**src/rtl/parking_pkg.sv**
```systemverilog
// Shared constants for the parking system time base.
// Billing and slot blocks import the default time width from here.
package parking_pkg;

    localparam int TIME_MODE_WRAP = 0;
    localparam int TIME_MODE_SAT  = 1;
    localparam int TIME_W_DEFAULT = 8;

    function automatic int max_int(input int a, input int b);
        return (a > b) ? a : b;
    endfunction

endpackage

```
**src/rtl/time_alarm_channel.sv**
```systemverilog
// One-shot compare channel: value/armed registers, write decode,
// match-on-update and the registered fire pulse.
module time_alarm_channel
    import parking_pkg::*;
#(
    parameter int TIME_W = TIME_W_DEFAULT,
    parameter int IDX_W  = 2,
    parameter int IDX    = 0
) (
    input  logic              clk,
    input  logic              reset,
    input  logic              wr,
    input  logic [IDX_W-1:0]  idx,
    input  logic [TIME_W-1:0] wr_value,
    input  logic              wr_arm,
    input  logic              update,
    input  logic [TIME_W-1:0] new_time,
    output logic              armed,
    output logic              fire
);

    logic [TIME_W-1:0] value;
    logic              sel;
    logic              hit;

    assign sel = wr && (idx == IDX_W'(IDX));
    assign hit = update && armed && (new_time == value);

    // A write to this channel wins over a coincident match.
    always_ff @(posedge clk or posedge reset) begin
        if (reset) begin
            value <= '0;
            armed <= 1'b0;
            fire  <= 1'b0;
        end else begin
            fire <= 1'b0;
            if (sel) begin
                value <= wr_value;
                armed <= wr_arm;
            end else if (hit) begin
                fire  <= 1'b1;
                armed <= 1'b0;
            end
        end
    end

endmodule

```
**src/rtl/parking_timebase.sv**
```systemverilog
// Global time base: prescaler, wrap/saturate time register,
// clear/load preset and NUM_ALARMS one-shot compare channels.
module parking_timebase
    import parking_pkg::*;
#(
    parameter int TIME_W     = TIME_W_DEFAULT,
    parameter int PRESCALE   = 4,
    parameter int SATURATE   = TIME_MODE_WRAP,
    parameter int NUM_ALARMS = 4,
    parameter int IDX_W      = $clog2(NUM_ALARMS)
) (
    input  logic                  clk,
    input  logic                  reset,
    input  logic                  enable,
    input  logic                  clear,
    input  logic                  load,
    input  logic [TIME_W-1:0]     load_value,
    input  logic                  alarm_wr,
    input  logic [IDX_W-1:0]      alarm_idx,
    input  logic [TIME_W-1:0]     alarm_value,
    input  logic                  alarm_arm,
    output logic [TIME_W-1:0]     time_value,
    output logic                  tick,
    output logic                  wrapped,
    output logic                  saturated,
    output logic [NUM_ALARMS-1:0] alarm_armed,
    output logic [NUM_ALARMS-1:0] alarm_fire
);

    localparam int PS_W = max_int(1, $clog2(PRESCALE));
    localparam logic [PS_W-1:0] PS_LAST = PS_W'(PRESCALE - 1);
    localparam logic [TIME_W-1:0] TMAX = '1;
    localparam logic SAT_MODE = (SATURATE == TIME_MODE_SAT);

    logic [PS_W-1:0]   pcnt;
    logic [TIME_W-1:0] nxt_time;
    logic              roll;
    logic              at_max;
    logic              upd;
    logic              count;

    assign roll   = enable && (pcnt == PS_LAST);
    assign at_max = (time_value == TMAX);
    assign count  = roll && !clear && !load;

    // Next time and update event; a saturated hold is not an update.
    always_comb begin
        nxt_time = time_value;
        upd      = 1'b0;
        if (clear) begin
            nxt_time = '0;
        end else if (load) begin
            nxt_time = load_value;
            upd      = 1'b1;
        end else if (roll && !(at_max && SAT_MODE)) begin
            nxt_time = time_value + 1'b1;
            upd      = 1'b1;
        end
    end

    always_ff @(posedge clk or posedge reset) begin
        if (reset) begin
            pcnt       <= '0;
            time_value <= '0;
            tick       <= 1'b0;
            wrapped    <= 1'b0;
            saturated  <= 1'b0;
        end else begin
            time_value <= nxt_time;
            tick       <= count;
            wrapped    <= count && at_max && !SAT_MODE;
            if (clear || load || roll) begin
                pcnt <= '0;
            end else if (enable) begin
                pcnt <= pcnt + 1'b1;
            end
            if (clear) begin
                saturated <= 1'b0;
            end else if (load) begin
                saturated <= SAT_MODE && (load_value == TMAX);
            end else if (roll && at_max && SAT_MODE) begin
                saturated <= 1'b1;
            end
        end
    end

    for (genvar i = 0; i < NUM_ALARMS; i++) begin : g_alarm
        time_alarm_channel #(
            .TIME_W (TIME_W),
            .IDX_W  (IDX_W),
            .IDX    (i)
        ) u_ch (
            .clk      (clk),
            .reset    (reset),
            .wr       (alarm_wr),
            .idx      (alarm_idx),
            .wr_value (alarm_value),
            .wr_arm   (alarm_arm),
            .update   (upd),
            .new_time (nxt_time),
            .armed    (alarm_armed[i]),
            .fire     (alarm_fire[i])
        );
    end

endmodule

```
**config.mk**
```make
export PLATFORM = sky130hd
export DESIGN_NAME = parking_timebase
export DESIGN_NICKNAME = d
export VERILOG_FILES = /design/src/rtl/parking_pkg.sv /design/src/rtl/time_alarm_channel.sv /design/src/rtl/parking_timebase.sv
export SDC_FILE = /design/constraint.sdc
export NUM_CORES = 1
export LEC_CHECK = 0
export BUFFER_PORTS_ARGS = -buffer_cell sky130_fd_sc_hd__buf_2
export CAP_MARGIN = 25
export CORE_UTILIZATION = 60
export CTS_BUF_LIST = sky130_fd_sc_hd__clkbuf_8 sky130_fd_sc_hd__clkbuf_16
export DETAILED_ROUTE_END_ITERATION = 8
export GPL_ROUTABILITY_DRIVEN = 0
export PLACE_DENSITY = 0.83
export SETUP_SLACK_MARGIN = 0.15
export SYNTH_ARGS = -nofsm -noshare
export SYNTH_HDL_FRONTEND = slang
export SYNTH_SLANG_ARGS = --single-unit
export TNS_END_PERCENT = 5
```
**constraint.sdc**
```tcl
create_clock -name clk -period 9.42 [get_ports clk]
set_input_delay 1.413 -clock clk [delete_from_list [all_inputs] [get_ports clk]]
set_output_delay 1.413 -clock clk [all_outputs]
set_load 0.02 [all_outputs]
```
======== Yosys cells after proc, flatten, opt, wreduce, memory -nomap -nowiden ========
Cells that the tools add are included.
W data, S select, Z words.
storage, ports and cells
  bits in registers ....................... 53
  logic and storage cells ................. 81
cells by class
  $add $sub $neg .......................... 2
  equal/unequal tests ..................... 9
  mux-type cells .......................... 26
  reductions and logical operators ........ 27
operator list
  operator               count
  $eq A8 B8 Y1           4
  $mux W8                3
  $mux W1                21
  $logic_and A1 B1 Y1    16
  $reduce_bool A2 Y1     6
  $add A8 B1 Y8 const B  1
  $eq A8 B8 Y1 const B   1
  $eq A2 B2 Y1 const B   3
  $mux W2                2
  $add A2 B1 Y2 const B  1
  $eq A2 B1 Y1 const B   1
  $logic_not A1 Y1       2
  $logic_not A2 Y1       1
  $logic_or A1 B1 Y1     2

======== Longest topological paths before layout ========
  depth after elaboration ................. 9
  gate-level depth with buffers ........... 9
  gate-level depth less buffers ........... 7

======== By module ========
Synthesis repeated with hierarchy kept, for this count alone.
second synthesis, totals
  cell total of the unflattened synthesis .. 215
  area total of the unflattened synthesis .. 2655.0 um^2
by module, submodules not included
  module                                     instances  cells each  area each (um^2)  sequential area each (um^2)
  time_alarm_channel at g_alarm[1].u_ch ...  2          36          511.7             250.2
  parking_timebase                           1          73          675.6             300.3
  time_alarm_channel at g_alarm[3].u_ch      1          35          479.2             250.2
  time_alarm_channel at g_alarm[0].u_ch      1          35          476.7             250.2

======== Worst setup path before layout ========
No wires, ideal clock.
  path kind ............................... input to register
  start point ............................. input port enable
  end point ............................... register g_alarm[1].u_ch.armed
  library setup time ...................... 0.129 ns
  arrival ................................. 3.950 ns
  required time ........................... 9.291 ns
  setup slack ............................. 5.341 ns
  cell stages on the path ................. 7
  path through ............................ buf_4 and4bb_1 a2111oi_2 xor2_1 or4_1 or4_1 o41a_1
between the ends
  longest elaborated chain between the ends .. 7
  elaborated cells between the ends (all ways) .. 11
ends and longest elaborated chain
  what                             RTL line                  RTL
  start, declared                  parking_timebase.sv:14    input logic enable,
  $logic_and A1 B1 Y1              parking_timebase.sv:42    assign roll = enable && (pcnt == PS_LAST);
  $mux W8                          parking_timebase.sv:55    end else if (roll && !(at_max && SAT_MODE)) begin
  $mux W8                          parking_timebase.sv:52    end else if (load) begin
  $mux W8                          parking_timebase.sv:50    if (clear) begin
  via g_alarm[0].u_ch.new_time[1]  time_alarm_channel.sv:17  input logic [TIME_W-1:0] new_time,
  $eq A8 B8 Y1                     time_alarm_channel.sv:27  assign hit = update && armed && (new_time == value);
  $logic_and A1 B1 Y1              time_alarm_channel.sv:27
  $reduce_bool A2 Y1 (no line)     -
  end signal, assigned             time_alarm_channel.sv:39  armed <= wr_arm;
  end, declared                    time_alarm_channel.sv:18  output logic armed,
The timed path passes the listed nets, and every way through them passes these cells.
A chain may end at the register's enable or synchronous reset.

======== Worst setup path in the final report ========
  start point ............................. input port load
  end point ............................... register g_alarm[1].u_ch.armed
between the ends
  longest elaborated chain between the ends .. 5
  elaborated cells between the ends (all ways) .. 8
ends and longest elaborated chain
  what                             RTL line                  RTL
  start, declared                  parking_timebase.sv:16    input logic load,
  $mux W8                          parking_timebase.sv:52
  $mux W8                          parking_timebase.sv:50
  via g_alarm[0].u_ch.new_time[1]  time_alarm_channel.sv:17
  $eq A8 B8 Y1                     time_alarm_channel.sv:27
  $logic_and A1 B1 Y1              time_alarm_channel.sv:27
  $reduce_bool A2 Y1 (no line)     -
The timed path passes the listed nets, and every way through them passes these cells.

==> out/results.txt <==
first-pass GRT wire length: 13.59 mm
unrepaired setup endpoints after global routing: false
top-count cell post-synth: dfrtp_1
Worst Path Required: 9.62 ns
initial antenna violation count: 0
Iteration-0 DRC Markers: 377
Lkg Pwr: 1.568 nW
CTS clk-pin slew, worst paths: 0.10 ns
final critical-path setup slack: 5.163 ns
core area: 5205 µm²
Clk Latency, worst-skew pair: 0.31 ns
CP Capture Type: flop
fmax: 0.2349 GHz
number of global-route vias before repair: 2633
Die W: 76.12 µm
starting density of the core: 0.6332
Via density: 6.607
power per cell area: 169.4 nW/µm²
crit-path cells: buf_2 > and4bb_1 > a2111oi_2 > xor2_1 > or4_1 > or4_1 > o41a_1
Critical Path Source Type: input port
1st-pass router iterations: 6
Root Buffer: clkbuf_8
FFs w/ async S/R, synth: 1.000
total die area: 5793 µm²
Fin Setup TNS: 0 ns
clock skew: 0.007308 ns
cell mode on critical path: or4_1
# port buffers: 42
GRT Util Overall: 0.3008
row count: 26
pre-CTS setup slack: 4.872 ns
maximum vdd drop: 0.1095 mV
DP HPWL: 6.213 mm
layout cells sized above 1: 0.2611
Area contributors post-synth: dfrtp_1, mux2_2, buf_4, nand2_1, nor2b_1
Worst Tran Pin Value: 0.8872 ns
post-layout util: 0.6885
Synth area leader: dfrtp_1
H-tree lvl count: 2
antenna viol nets, final: 0
DRT Wirelength: 8.386 mm
fin area: 3583 µm²
Setup Fix Bufs, Post-CTS: 0
top-level I/O count: 44
non-filler instance count after layout: 430
drc violations: 0
Max-Slew Margin vs Limit: 0.4086
CP top delay family: simple AND/OR/NAND/NOR gates
EDFF count, synth: 0
grt total ovfl: 0
CP Class: input port to flop
Nets: 386
post-synth top area share: 0.3948
TritonCTS Buffers: 5
DP Area: 3462 µm²
Avg Cell Area, Syn: 9.867 µm²
synthesis-to-layout area growth: 8.732%
Post-synth top flop: dfrtp_1
Slew Viols, Final: 0
post-synth cell types: 63
outcome: finished clean
Min-Delay Path Class: flop to flop
Synth Warn #: 0
Yosys reg bits: 52
CP max stage delay: 0.71 ns
via count: 2841
Vert. Die Dim: 76.12 µm
CTS tree: built
Min Clock Period, post-route: 4.257 ns
crit path DAT: 4.46 ns
wire length per cell: 19.50 µm
CP max-delay cell: a2111oi_2
# clock sinks: 52
antenna cells: 0
fill count: 414
worst-path fanout max: 28
endpoints failing hold: 0
commonest cells in the netlist: dfrtp_1, mux2_2, nand2_1, inv_1, nor2_1
max_cap viols: 0
CP bufs+invs: 1
Post-Syn Nets: 361
final setup vio count: 0
cts repair resizes: 0
hold buffer count at cts: 0
crit share post-route: 0.4519
share of the yosys chip area belonging to registers: 0.3948
Placed Cells incl. Taps: 422
clk buf depth: 2
largest net degree at the start of global routing: 41
Mapped Cells: 334
Post-Syn Area: 3296 µm²
cells in the final DEF, fill, tap and decap left out, drive strengths merged, types with 3 or more instances in the layout:
master   count
o21ai        9
xor2         7
a21o         3
o31ai        4
a2111oi      4
o311a        3
mux2        35
nand3b       7
inv         18
xnor2        6
and2         5
nand3        7
nor2b       12
a21oi       10
a311oi       3
dfrtp       52
nor3        10
buf         44
or3          4
mux2i        6
or4          4
nor2        17
nand4        9
and4         4
and3         4
o31a         3
nand2       22
clkbuf       6
or2          3
state kept, by name, summed over array words and instances (netlist names):
signal / flops
g_alarm.u_ch.value: 32
time_value: 8
g_alarm.u_ch.armed: 4
g_alarm.u_ch.fire: 4
pcnt: 2
tick: 1
wrapped: 1
layout make-up:
type | instances | area, µm² | area share
flip-flops and latches | 52 | 1301 | 0.3631
well taps | 70 | 87.58 | 0.02444
multi-input cells | 238 | 1768 | 0.4934
repair buffers | 44 | 237.7 | 0.06634
clock inverters | 2 | 38.79 | 0.01082
inverters | 18 | 67.56 | 0.01885
clock buffers | 6 | 82.58 | 0.02304
kinds of logic (layout without fill, tap and decap cells):
family / count (synthesis) / count (layout) / synth area share
compound gates: 65 / 65 / 0.1606
xor+xnor: 13 / 13 / 0.03455
flops: 52 / 52 / 0.3948
other cells: 1 / 1 / 0.001138
simple gates: 116 / 116 / 0.1948
fa+ha+maj: 2 / 2 / 0.007592
buf+inv: 44 / 70 / 0.06871
mux: 41 / 41 / 0.1378
path summary, 6_finish.rpt:
check,start,endpoint,slack (ns),depth (start not counted)
max,load,g_alarm[1].u_ch.armed$_DFFE_PP0P_,5.16,7
min,g_alarm[2].u_ch.value[2]$_DFFE_PP0P_,g_alarm[2].u_ch.value[2]$_DFFE_PP0P_,0.52,1
max reg2reg,pcnt[0]$_DFFE_PP0P_,g_alarm[1].u_ch.armed$_DFFE_PP0P_,5.89,7
min in group asynchronous,reset,g_alarm[2].u_ch.value[5]$_DFFE_PP0P_,1.03,2
max in group asynchronous,reset,time_value[0]$_DFF_PP0_,7.88,3
min reg2reg,g_alarm[2].u_ch.value[2]$_DFFE_PP0P_,g_alarm[2].u_ch.value[2]$_DFFE_PP0P_,0.52,1
stage by stage:
stage,total power [W],hold slack (ns)
finish,0.0006072,0.5247
global route,0.0006315,0.5356
detailed placement,0.0004396,0.5018
CTS,0.0006028,0.5239
floorplan,0.0003955,0.4794
global placement,0.0004329,0.4955
worst register-to-register path, cell delays in order, from the launching register on:
cell       delay (ns)
dfrtp_1          0.41
ha_1             0.36
and4bb_1         0.28
a2111oi_2        0.71
xor2_1           0.13
or4_1            0.51
or4_1            0.59
o41a_1           0.44
report_power, final:
group	internal, W	leakage (nW)	switching, W
clock network	0.0000870	0.0614	0.0000784
logic	0.0000690	0.863	0.0000756
registers	0.000255	0.643	0.0000426
routing by layer:
layer | share of wire | global-route usage | wire length, µm
met2 | 0.45 | 0.4645 | 3760
met5 | 0 | 0 | 0
met3 | 0.087 | 0.05030 | 726
met1 | 0.43 | 0.4222 | 3635
met4 | 0.031 | 0.1231 | 263
Note: power is estimated with default switching activity, not from simulation.
